==> src/rtl/req_slave_pe_pkg.sv <==
// req_slave_pe_pkg: shared interconnect response encodings and response-entry type
package req_slave_pe_pkg;
  localparam logic OPC_OK = 1'b0;
  localparam logic OPC_ERR = 1'b1;
  localparam logic [31:0] ERR_DATA_DEFAULT = 32'hBADACCE5;
  localparam int RESP_DATA_MAX = 64;
  localparam int RESP_ID_MAX = 16;
  typedef struct packed {
    logic valid;
    logic opc;
    logic [RESP_ID_MAX-1:0] id;
    logic [RESP_DATA_MAX-1:0] rdata;
  } resp_t;
endpackage

==> src/rtl/req_slave_pe_resp_pipe.sv <==
// resp_pipe_pe: fixed-depth response delay line with synchronous clear
module resp_pipe_pe #(
  parameter int DEPTH = 1,
  parameter int W = 8
) (
  input  logic         clk,
  input  logic         rst,
  input  logic [W-1:0] d,
  output logic [W-1:0] q
);
  logic [W-1:0] s [DEPTH];
  always_ff @(posedge clk) begin
    if (rst) begin
      for (int i = 0; i < DEPTH; i++) s[i] <= '0;
    end else begin
      s[0] <= d;
      for (int i = 1; i < DEPTH; i++) s[i] <= s[i-1];
    end
  end
  assign q = s[DEPTH-1];
endmodule

==> src/rtl/req_slave_pe.sv <==
// req_slave_pe: word-register slave with write counter and fixed-latency responses
module req_slave_pe
  import req_slave_pe_pkg::*;
#(
  parameter int DATA_WIDTH = 32,
  parameter int ADDR_WIDTH = 32,
  parameter int ID_WIDTH = 5,
  parameter int N_REGS = 8,
  parameter int RESP_LATENCY = 1,
  parameter logic [DATA_WIDTH-1:0] ERR_DATA = DATA_WIDTH'(ERR_DATA_DEFAULT)
) (
  input  logic                    clk,
  input  logic                    rst,
  input  logic                    data_req_i,
  input  logic [ADDR_WIDTH-1:0]   data_add_i,
  input  logic                    data_wen_i,
  input  logic [DATA_WIDTH-1:0]   data_wdata_i,
  input  logic [DATA_WIDTH/8-1:0] data_be_i,
  input  logic [ID_WIDTH-1:0]     data_ID_i,
  output logic                    data_gnt_o,
  output logic                    data_r_valid_o,
  output logic [DATA_WIDTH-1:0]   data_r_rdata_o,
  output logic                    data_r_opc_o,
  output logic [ID_WIDTH-1:0]     data_r_ID_o
);
  localparam int IW = $clog2(N_REGS);
  localparam int NB = DATA_WIDTH / 8;
  logic [DATA_WIDTH-1:0] regs [N_REGS-1];
  logic [DATA_WIDTH-1:0] cnt, rd;
  logic [IW-1:0] idx;
  logic acc, err, wr;
  resp_t d, q;
  logic unused_bits;
  assign data_gnt_o = data_req_i;
  assign idx = data_add_i[2 +: IW];
  assign acc = data_req_i & ~rst;
  assign err = (data_add_i[1:0] != 2'b00) || (int'(idx) >= N_REGS) ||
               (!data_wen_i && int'(idx) == N_REGS - 1);
  assign wr = acc & ~data_wen_i & ~err;
  // the top index falls through to the counter; out-of-range indices are errors anyway
  always_comb begin
    rd = cnt;
    for (int i = 0; i < N_REGS - 1; i++) rd = (int'(idx) == i) ? regs[i] : rd;
  end
  always_comb begin
    d = '0;
    if (acc) begin
      d.valid = 1'b1;
      d.opc = err ? OPC_ERR : OPC_OK;
      d.id = RESP_ID_MAX'(data_ID_i);
      d.rdata = RESP_DATA_MAX'(err ? ERR_DATA : (data_wen_i ? rd : '0));
    end
  end
  always_ff @(posedge clk) begin
    if (rst) begin
      for (int i = 0; i < N_REGS - 1; i++) regs[i] <= '0;
      cnt <= '0;
    end else if (wr) begin
      for (int i = 0; i < N_REGS - 1; i++)
        for (int b = 0; b < NB; b++)
          if (int'(idx) == i && data_be_i[b]) regs[i][8*b +: 8] <= data_wdata_i[8*b +: 8];
      cnt <= cnt + DATA_WIDTH'(1);
    end
  end
  resp_pipe_pe #(
    .DEPTH(RESP_LATENCY),
    .W($bits(resp_t))
  ) u_pipe (
    .clk(clk),
    .rst(rst),
    .d(d),
    .q(q)
  );
  assign data_r_valid_o = q.valid;
  assign data_r_rdata_o = q.rdata[DATA_WIDTH-1:0];
  assign data_r_opc_o = q.opc;
  assign data_r_ID_o = q.id[ID_WIDTH-1:0];
  assign unused_bits = ^{q, data_add_i};
endmodule

==> config.mk <==
export PLATFORM = sky130hd
export DESIGN_NAME = req_slave_pe
export DESIGN_NICKNAME = d
export VERILOG_FILES = /design/src/rtl/req_slave_pe_pkg.sv /design/src/rtl/req_slave_pe_resp_pipe.sv /design/src/rtl/req_slave_pe.sv
export SDC_FILE = /design/constraint.sdc
export NUM_CORES = 1
export LEC_CHECK = 0
export CAP_MARGIN = 20
export CORE_MARGIN = 2
export CORE_UTILIZATION = 60
export CTS_BUF_LIST = sky130_fd_sc_hd__clkbuf_8
export CTS_CLUSTER_SIZE = 16
export DETAILED_ROUTE_END_ITERATION = 6
export PLACE_DENSITY = 0.9
export SETUP_SLACK_MARGIN = 0.3
export SYNTH_ARGS = -nofsm -noshare
export SYNTH_HDL_FRONTEND = slang
export SYNTH_HIERARCHICAL = 1
export SYNTH_SLANG_ARGS = --single-unit
==> constraint.sdc <==
create_clock -name clk -period 3.2 [get_ports clk]
set_clock_uncertainty 0.15 [all_clocks]
set_input_delay 0.32 -clock clk [delete_from_list [all_inputs] [get_ports clk]]
set_output_delay 0.32 -clock clk [all_outputs]
set_load 0.02 [all_outputs]
# Yosys cells after proc, flatten, opt, wreduce, memory -nomap -nowiden
# Memories as Yosys holds them, arrays and structs flattened.
# Cells that the tools add are included.
[op_classes]
eq_ne = 7
bitwise_logic = 34
mux = 156
n_reduce_logical = 34
addsub = 1
[ops]
columns = ["op", "n"]
rows = [
  ["$mux 32", 9],
  ["$mux 8", 28],
  ["$mux 82", 2],
  ["$mux 1", 117],
  ["$reduce_or 82->1", 1],
  ["$add 32x1->32 const B", 1],
  ["$logic_and 1x1->1", 29],
  ["$or 1x1->1", 28],
  ["$eq 3x3->1 const B", 4],
  ["$eq 3x2->1 const B", 2],
  ["$and 1x1->1", 3],
  ["$eq 3x1->1 const B", 1],
  ["$logic_not 3->1", 1],
  ["$not 1->1", 3],
  ["$reduce_bool 2->1", 1],
  ["$logic_not 1->1", 1],
  ["$logic_or 1x1->1", 1],
]
[totals]
n_memories = 2
register_bits = 32
mem_bits_rw = 306
out_inout_bits = 40
[mem_list]
columns = ["name", "depth", "word_bits", "rd", "rd_ports_with_merged_regs", "wr", "line", "rtl"]
rows = [
  ["regs", 7, 32, 7, 0, 7, "req_slave_pe.sv:28", "logic [DATA_WIDTH-1:0] regs [N_REGS-1];"],
  ["u_pipe.s", 1, 82, 1, 0, 1, "req_slave_pe_resp_pipe.sv:11", "logic [W-1:0] s [DEPTH];"],
]

# Depth between registers and ports, before layout
[logic_depth]
word_depth = 12
ltp_mapped = 10
ltp_nobuf = 8

# Hierarchy
# Netlist, hierarchy kept.
[by_module_without_submodules]
columns = ["module", "area_per_inst_um2", "cells_each", "instances"]
rows = [
  ["req_slave_pe", 11778.8, 1055, 1],
  ["resp_pipe_pe", 2456.1, 173, 1],
]

# Least setup slack after synthesis
# OpenSTA, ideal clock, no wires.
[synth_timing]
path_kind = "input to register"
start = "input data_add_i[2]"
end = "memory regs[3][0], enable pin"
path_slack_ns = 0.721
arrival_ns = 1.999
cell_stages = 7
required_ns = 2.721
setup_time_ns = 0.329
cell_sequence = "clkbuf_1 buf_2 clkbuf_1 nand3_1 nor2_1 nand2_1 nand2_1"
[synth_rtl]
columns = ["item", "line", "rtl"]
rows = [
  ["start, declared", "req_slave_pe.sv:15", "input logic [ADDR_WIDTH-1:0] data_add_i,"],
  ["end, declared", "req_slave_pe.sv:28", ""],
]

==> flow_metrics.py <==
metrics = {
    "global_routing": {
        "grt_pass1_vias": 9659,
        "grt_usage": 0.299,
        "overflow": 0,
        "grt_pass1_wl_um": 51300,
        "antenna_found_initial": 0,
        "grt_max_degree": 71,
    },
    "clock_network": {
        "numClockSinks": 295,
        "cts_buffers": 46,
        "clock_latency_ns": 0.57,
        "cts_root_buffer": "clkbuf_8",
        "clk_pin_slew_ns": 0.06,
        "cts_hold_buf": 0,
        "cts_max_level": 2,
        "post-cts-setup-buffers": 0,
        "cts_resized": 0,
        "tritoncts": "yes",
        "clock_path_buffers": 3,
    },
    "sta": {
        "setup-violations-final": 0,
        "hold_ws_ns": 0.193,
        "period_share": 0.809,
        "finalHoldViolations": 0,
        "final.min_clock_period_ns": 2.59,
        "slew_violations": 0,
        "rsz0062_at_grt": "false",
        "setup_tns_ns": 0,
        "worstMarginPinSlew_ns": 0.967,
        "relSlewSlack": 0.355,
        "fmax_mhz": 386,
    },
    "pwr": {
        "powerDensity_mw_per_mm2": 536,
        "leakagePower_nw": 5.37,
        "vdd_ir_drop_max_mv": 0.330,
    },
    "detailed_routing": {
        "drt_pass1_iterations": 6,
        "ant_nets": 0,
        "drt_iter0_markers": 1308,
        "wl_per_cell_um": 21.1,
        "num_vias": 9771,
        "drc_errors": 0,
        "via_per_inst": 6.18,
        "drt_wl_total_um": 33400,
    },
    "worst_setup_path": {
        "ff2ff_setup_slack_ns": 0.62,
        "cp_max_fo": 8,
        "path_class": "in2reg",
        "required_ns": 3.26,
        "crit_slowest_cell": "nor2_1",
        "critPathCaptureType": "flop",
        "cpPeakStageDelay_ns": 0.55,
        "reg2reg_from": "cnt[3]",
        "worstPathArrival_ns": 2.65,
        "path_cells": "clkdlybuf4s50_1, nor3b_2, nand3_1, nor2_1, nand2_1, nand2_1",
        "rr_worst_depth": 5,
        "worstReg2RegEnd": "cnt[26]",
        "cpMostUsedCell": "nand2_1",
        "startpoint_type": "input port",
    },
    "die": {
        "die_height_um": 151,
        "pin_count": 117,
        "coreArea_mm2": 0.0212,
        "die_x_um": 151,
        "rows": 53,
        "die_area_mm2": 0.0228,
        "initial_core_util": 0.613,
    },
    "finish": {
        "synthToLayoutAreaGrowth_pct": 17.4,
        "fin_cells": 1581,
        "fill_cells": 1356,
        "final_layout_size_suffix_gt1_frac": 0.166,
        "final_nets": 1347,
        "n_antenna_cell": 0,
        "design_area_mm2": 0.0152,
    },
    "logic_synthesis": {
        "synth_cells": 1139,
        "syn_nets": 1217,
        "synth_warnings": 6,
        "synth_area_per_cell_um2": 11.4,
        "synth_area_mm2": 0.0130,
    },
    "hold_path": {
        "min_to": "cnt[31]",
        "hold_path_class": "in2reg",
        "whs_path_depth": 5,
        "hp-start": "rst",
    },
    "placement": {
        "place.detailed.hpwl_um": 22200,
        "place_inst": 1496,
        "place.gp.congestion": 0.880,
        "dpl_cell_area_mm2": 0.0143,
        "port_buffers": 89,
    },
    "status": {
        "status": "completed",
    },
    "job": {
        "drv_cap": 0,
    },
}
[report_power, final]
group          internal, mW  total, mW  switching, mW
logic                 0.258      0.648          0.390
registers              4.29       4.35         0.0562
clock network          1.72       3.17           1.45
[through the flow]
step	util	setup slack (ns)	power, mW
after floorplan	-	0.721	4.80
after global placement	0.676	0.310	5.02
after detailed placement	0.676	0.206	5.05
after CTS	0.720	0.690	8.16
after global routing	0.720	0.572	8.39
final	0.720	0.610	8.16
[state kept, by name, indices dropped and copies added, names as in the netlist]
name,count
regs,224
cnt,32
u_pipe/s,39
[cells in the final DEF, fill, tap and decap left out, types with 8 or more instances in the layout]
master             n
clkbuf_8          55
clkdlybuf4s50_1   85
buf_4             55
mux4_2            25
and2_1             8
nor2_1           229
xnor2_1           17
edfxtp_1         224
a21oi_1           17
nor3_1            25
o21ai_0           69
inv_1             56
or3_1             11
a211oi_1          11
nand2_1          144
nand3_1           15
nor2b_2           38
dfxtp_1           71
mux2_2            30
nor2b_1            8
o22ai_1           31
[layer usage]
layer  vias up  wire length, um  global-route usage
met1      4655            11900               0.384
met3       128             3850              0.0596
met5         -                0                   0
li1       4295                -                   -
met4         0             1510               0.137
met2       693            16100               0.495
[final cells by class]
cell class	count	area [um^2]	share of cell area
inverter	40	150	0.00986
clock buffer	55	757	0.0497
multi-input combinational	744	4390	0.288
clock inverter	30	174	0.0114
tap	275	344	0.0226
sequential	295	8150	0.535
timing repair buffer	142	1270	0.0836
[worst max-delay path: cells and delay by family]
| kind | cells | cell delay [ns] |
|---|---|---|
| AND/OR/NAND/NOR | 5 | 1.81 |
| buffers and inverters | 1 | 0.51 |
[how the worst max path moves through the flow]
| stage | cells past startpoint | slack (ns) | to | start |
|---|---|---|---|---|
| 6_report | 6 | 0.61 | regs[4][24] | data_req_i |
| 5_1_grt | 5 | 0.57 | cnt[26] | cnt[3] |
| 4_1_cts | 5 | 0.69 | cnt[26] | cnt[3] |
| 3_5_place_dp | 6 | 0.21 | regs[1][16] | data_req_i |
| 3_3_place_gp | 6 | 0.31 | regs[1][28] | data_req_i |
| 2_1_floorplan | 7 | 0.72 | regs[3][0] | data_add_i[2] |
Power figures use the tool's default switching activity.
